**config.mk**
```make
export PLATFORM = sky130hd
export DESIGN_NAME = sensor_conditioner
export DESIGN_NICKNAME = d
export VERILOG_FILES = /design/src/rtl/sensor_conditioner.sv
export SDC_FILE = /design/constraint.sdc
export NUM_CORES = 1
export LEC_CHECK = 0
export BUFFER_PORTS_ARGS = -buffer_cell sky130_fd_sc_hd__buf_2
export CAP_MARGIN = 20
export CORE_UTILIZATION = 40
export DETAILED_ROUTE_END_ITERATION = 7
export GPL_TIMING_DRIVEN = 0
export HOLD_SLACK_MARGIN = 0.12
export PLACE_DENSITY = 0.53
export SLEW_MARGIN = 20
export SYNTH_ARGS = -nofsm -noshare
export SYNTH_HDL_FRONTEND = slang
export SYNTH_SLANG_ARGS = --single-unit
```
**constraint.sdc**
```tcl
create_clock -name clk -period 2.6 [get_ports clk]
set_clock_uncertainty 0.05 [all_clocks]
set_input_delay 0.39 -clock clk [delete_from_list [all_inputs] [get_ports clk]]
set_output_delay 0.39 -clock clk [all_outputs]
set_load 0.01 [all_outputs]
```
**src/rtl/sensor_conditioner.sv**
```systemverilog
// Loop-detector front end for traffic_light: per-lane sync, debounce, request
// latch cleared on green service, and sticky stuck-detector fault with recall.
module sensor_conditioner #(
   parameter int DEB_CYCLES   = 4,
   parameter int STUCK_CYCLES = 1000,
   parameter int CNT_W        = 10
) (
   input  logic       clk,
   input  logic       rst,
   input  logic       raw_n,
   input  logic       raw_s,
   input  logic       raw_e,
   input  logic       raw_w,
   input  logic [1:0] n,
   input  logic [1:0] s,
   input  logic [1:0] e,
   input  logic [1:0] w,
   input  logic       fault_clr,
   output logic       nss,
   output logic       sns,
   output logic       ews,
   output logic       wes,
   output logic [3:0] fault
);

   localparam logic [CNT_W-1:0] DEB_MAX   = CNT_W'(DEB_CYCLES - 1);
   localparam logic [CNT_W-1:0] STUCK_MAX = CNT_W'(STUCK_CYCLES);
   localparam logic [1:0]       GREEN     = 2'b10;

   // Lane index: 0 north, 1 south, 2 east, 3 west.
   logic [3:0]       raw;
   logic [3:0]       green;
   logic [3:0]       sync1;
   logic [3:0]       sync2;
   logic [3:0]       deb;
   logic [3:0]       deb_prev;
   logic [3:0]       req;
   logic [3:0]       fault_q;
   logic [CNT_W-1:0] deb_cnt    [4];
   logic [CNT_W-1:0] stuck_cnt  [4];
   logic [CNT_W-1:0] stuck_next [4];

   assign raw   = {raw_w, raw_e, raw_s, raw_n};
   assign green = {w == GREEN, e == GREEN, s == GREEN, n == GREEN};

   always_comb begin
      for (int unsigned i = 0; i < 4; i++) begin
         stuck_next[i] = stuck_cnt[i];
         if (!deb[i])
            stuck_next[i] = '0;
         else if (stuck_cnt[i] != STUCK_MAX)
            stuck_next[i] = stuck_cnt[i] + CNT_W'(1);
      end
   end

   always_ff @(posedge clk or negedge rst) begin
      if (!rst) begin
         sync1    <= '0;
         sync2    <= '0;
         deb      <= '0;
         deb_prev <= '0;
         for (int unsigned i = 0; i < 4; i++)
            deb_cnt[i] <= '0;
      end else begin
         sync1    <= raw;
         sync2    <= sync1;
         deb_prev <= deb;
         for (int unsigned i = 0; i < 4; i++) begin
            if (sync2[i] != deb[i]) begin
               if (deb_cnt[i] == DEB_MAX) begin
                  deb[i]     <= ~deb[i];
                  deb_cnt[i] <= '0;
               end else begin
                  deb_cnt[i] <= deb_cnt[i] + CNT_W'(1);
               end
            end else begin
               deb_cnt[i] <= '0;
            end
         end
      end
   end

   // Green service takes priority over a coincident rising edge.
   always_ff @(posedge clk or negedge rst) begin
      if (!rst) begin
         req <= '0;
      end else begin
         for (int unsigned i = 0; i < 4; i++) begin
            if (green[i])
               req[i] <= 1'b0;
            else if (deb[i] && !deb_prev[i])
               req[i] <= 1'b1;
         end
      end
   end

   // Fault is raised on the same edge the counter reaches its limit.
   always_ff @(posedge clk or negedge rst) begin
      if (!rst) begin
         fault_q <= '0;
         for (int unsigned i = 0; i < 4; i++)
            stuck_cnt[i] <= '0;
      end else begin
         for (int unsigned i = 0; i < 4; i++) begin
            if (fault_clr) begin
               stuck_cnt[i] <= '0;
               fault_q[i]   <= 1'b0;
            end else begin
               stuck_cnt[i] <= stuck_next[i];
               if (stuck_next[i] == STUCK_MAX)
                  fault_q[i] <= 1'b1;
            end
         end
      end
   end

   assign nss   = req[0] | fault_q[0];
   assign sns   = req[1] | fault_q[1];
   assign ews   = req[2] | fault_q[2];
   assign wes   = req[3] | fault_q[3];
   assign fault = fault_q;

endmodule

```
==> qor.txt <==
Clock Latency Late Sink: 0.35 ns
CP Launch Type: register
status: finished clean
yosys warns: 0
total congestion overflow: 0
initial antenna violation count: 0
fill count: 1184
Leak: 2.43 nW
slowest stage cell, crit path: dfrtp_1
postcts setup bufs: 0
FP Rows: 40
maxcap violations: 0
area of the mapped netlist: 5020 sq um
Die Ht: 114 um
Peak Freq: 508 MHz
initial DRC count: 178
dpl cell area: 5380 sq um
H-tree lvl count: 3
RD Place Congestion: 0.773
core area: 12100 sq um
via count: 3502
Tot Pwr: 3.97 mW
Arr. time, crit path: 2.16 ns
Avg Inst Size Synth: 9.97 sq um
pre-CTS WS: 0.630 ns
VDD IR-drop max: 0.421 mV
CTS clock-pin slew for the worst setup and hold paths: 0.07 ns
post-detailed-route wirelength per cell: 12.3 um
ant diodes: 0
top cell type's share of synthesized area: 0.518
die width: 114 um
Finished Cell Area: 5700 sq um
clock tree root driver cell: clkbuf_16
number of synthesized flops with an enable pin: 0
CTS Sinks: 104
Worst Path Max Fanout: 6
clk buf depth: 2
Seq/Total Area, Yosys: 0.518
Setup CP Type: register to register
drt pass-1 iters: 4
# IOs: 23
Setup TNS: 0 ns
ys async rst share: 1.00
post-synthesis register bit count: 104
DR DRC count: 0
Port Buffers: 22
FF+latch area: 2600 sq um
Post-Syn Nets: 531
Worst path max stage delay: 0.43 ns
Routed WL: 8810 um
Worst-Margin Slew: 0.546 ns
Routed Antenna Nets: 0
CTS Buf Count: 9
# nets final: 570
most used flip-flop cell after synthesis: dfrtp_1
data required time of the worst path: 2.80 ns
global-route usage over all layers: 0.150
largest net degree at the start of global routing: 61
P&R area growth vs syn: 13.5%
Max Slew Vio Count: 0
vias in the first global route: 3350
Final WS setup: 0.632 ns
routed vias/inst: 4.90
Mapped Cells: 504
die area: 13000 sq um
Yosys cell types: 51
Final setup viols: 0
TritonCTS clock tree: done
HPWL Detailed: 6080 um
area leader, netlist: dfrtp_1
share of cells above drive strength 1: 0.0987
CP Capture Type: register
worst hold path type: input port to register
Final Critical Period: 1.97 ns
Starting Density: 0.415
RSZ-0062 raised after global routing: no
crit-path cells: inv_1 -> ha_1 -> nand4bb_1 -> nor3_4 -> mux2i_1 -> a211o_1 -> o41ai_2
PD cells: 696 nW/um^2
footprint of the multi-input gates: 2280 sq um
Slew headroom: 0.636
Period Utilization, post-route: 0.757
Synth area leaders: dfrtp_1 52%, nor2_1 6.5%, xnor2_1 5.9%
global-route wire length before repair: 15400 um
Fin. Hold Viols: 0
## layer usage
metal | GRT usage | vias up | share of wire
met4 | 0.0511 | 0 | 0.016
met1 | 0.191 | 1663 | 0.50
li1 | - | 1792 | -
met2 | 0.242 | 36 | 0.45
met3 | 0.0492 | 11 | 0.032
met5 | 0 | - | 0
## critical path: cells and delay by family, from the launching register on
kind	cells	cell delay [ns]
AOI/OAI and AO/OA	2	0.52
adders and majority gates	1	0.16
buffers and inverters	1	0.13
DFF	1	0.43
muxes	1	0.14
and+or+nand+nor	2	0.43
## state kept, by name, indices dropped and copies added (netlist names)
| name | flops |
|---|---|
| stuck_cnt | 40 |
| fault | 4 |
| deb | 4 |
| deb_prev | 4 |
| sync1 | 4 |
| req | 4 |
| sync2 | 4 |
| deb_cnt | 40 |
## path summary, 6_finish.rpt
check	to	from	cells after the start	slack [ns]
setup / recovery	fault[0]	stuck_cnt[30]	7	0.63
max in group asynchronous	deb_cnt[2]	rst	3	1.35
min in group asynchronous	deb_cnt[25]	rst	2	0.53
setup reg to reg	fault[0]	stuck_cnt[30]	7	0.63
hold / removal	req[3]	w[1]	2	0.15
hold reg to reg	sync2[2]	sync1[2]	0	0.30
## cell usage in the layout (no fill, tap or decap), types with 3 or more instances in the layout
cell,synthesis,layout
inv_1,19,19
clkbuf_16,0,9
buf_2,1,22
ha_1,12,12
nand4b_1,4,4
nor4b_1,3,3
nor2_1,87,87
and4_1,7,7
mux2i_1,4,4
or2_2,4,4
nand3_1,40,40
and2_1,7,7
xnor2_1,34,34
clkbuf_1,10,11
nand4_1,8,8
dfrtp_1,104,104
and3_1,9,9
nor4_1,4,4
a21oi_1,20,20
xor2_1,33,33
nor3_1,12,12
dlygate4sd3_1,0,5
mux2_2,4,4
o21ai_0,4,4
nand2_1,30,30
or3_1,4,4
a32o_1,3,3
nand2b_1,3,3
nor2b_1,6,6
## power by group
part | internal [mW] | switching, mW
Clock | 0.693 | 0.565
Sequential | 1.81 | 0.185
Combinational | 0.291 | 0.425
Total | 2.79 | 1.17
## Yosys cell counts (2+ instances only)
cell	n
or2_2	4
xnor2_1	34
clkbuf_1	10
or2_1	2
nand3_1	40
nand4b_1	4
nor4_1	4
mux2_2	4
xor2_1	33
nor2b_1	6
o21ai_1	2
inv_2	2
nand2b_1	3
nor2_1	87
mux2i_1	4
nand4_1	8
and3_1	9
or3_1	4
o32ai_1	2
a32o_1	3
nand2_1	30
o21ai_0	4
dfrtp_1	104
nor4b_1	3
and4_1	7
and2_1	7
inv_1	19
ha_1	12
a21oi_1	20
nor3_1	12
## final cells by class
type,count,share of cell area
inverter,22,0.0145
timing repair buffer,28,0.0340
buffer,12,0.00944
multi-input combinational,366,0.401
clock buffer,12,0.0450
sequential,104,0.456
tap,168,0.0369
clock inverter,3,0.00307
## per-stage QoR
| step | cells | hold slack (ns) | utilization |
|---|---|---|---|
| after floorplan | 504 | 0.0444 | - |
| after global placement | 694 | 0.287 | 0.441 |
| after detailed placement | 695 | 0.288 | 0.444 |
| after CTS | 715 | 0.139 | 0.471 |
| after global routing | 715 | 0.147 | 0.471 |
| final | 715 | 0.155 | 0.471 |
## timing repair
action | in CTS | in global routing
hold buffers | 5 | 0
hold endpoints to repair | 63 | 0
resized for setup | 0 | 0
## logic make-up (layout without fill, tap and decap cells)
| group | after synthesis | after routing | synth area share |
|---|---|---|---|
| buf+inv | 34 | 77 | 0.0271 |
| fa+ha+maj | 12 | 12 | 0.0299 |
| mux | 8 | 8 | 0.0169 |
| flops | 104 | 104 | 0.518 |
| compound gates | 43 | 43 | 0.0565 |
| simple gates | 236 | 236 | 0.235 |
| xor+xnor | 67 | 67 | 0.117 |
(Power assumes the default switching activity.)
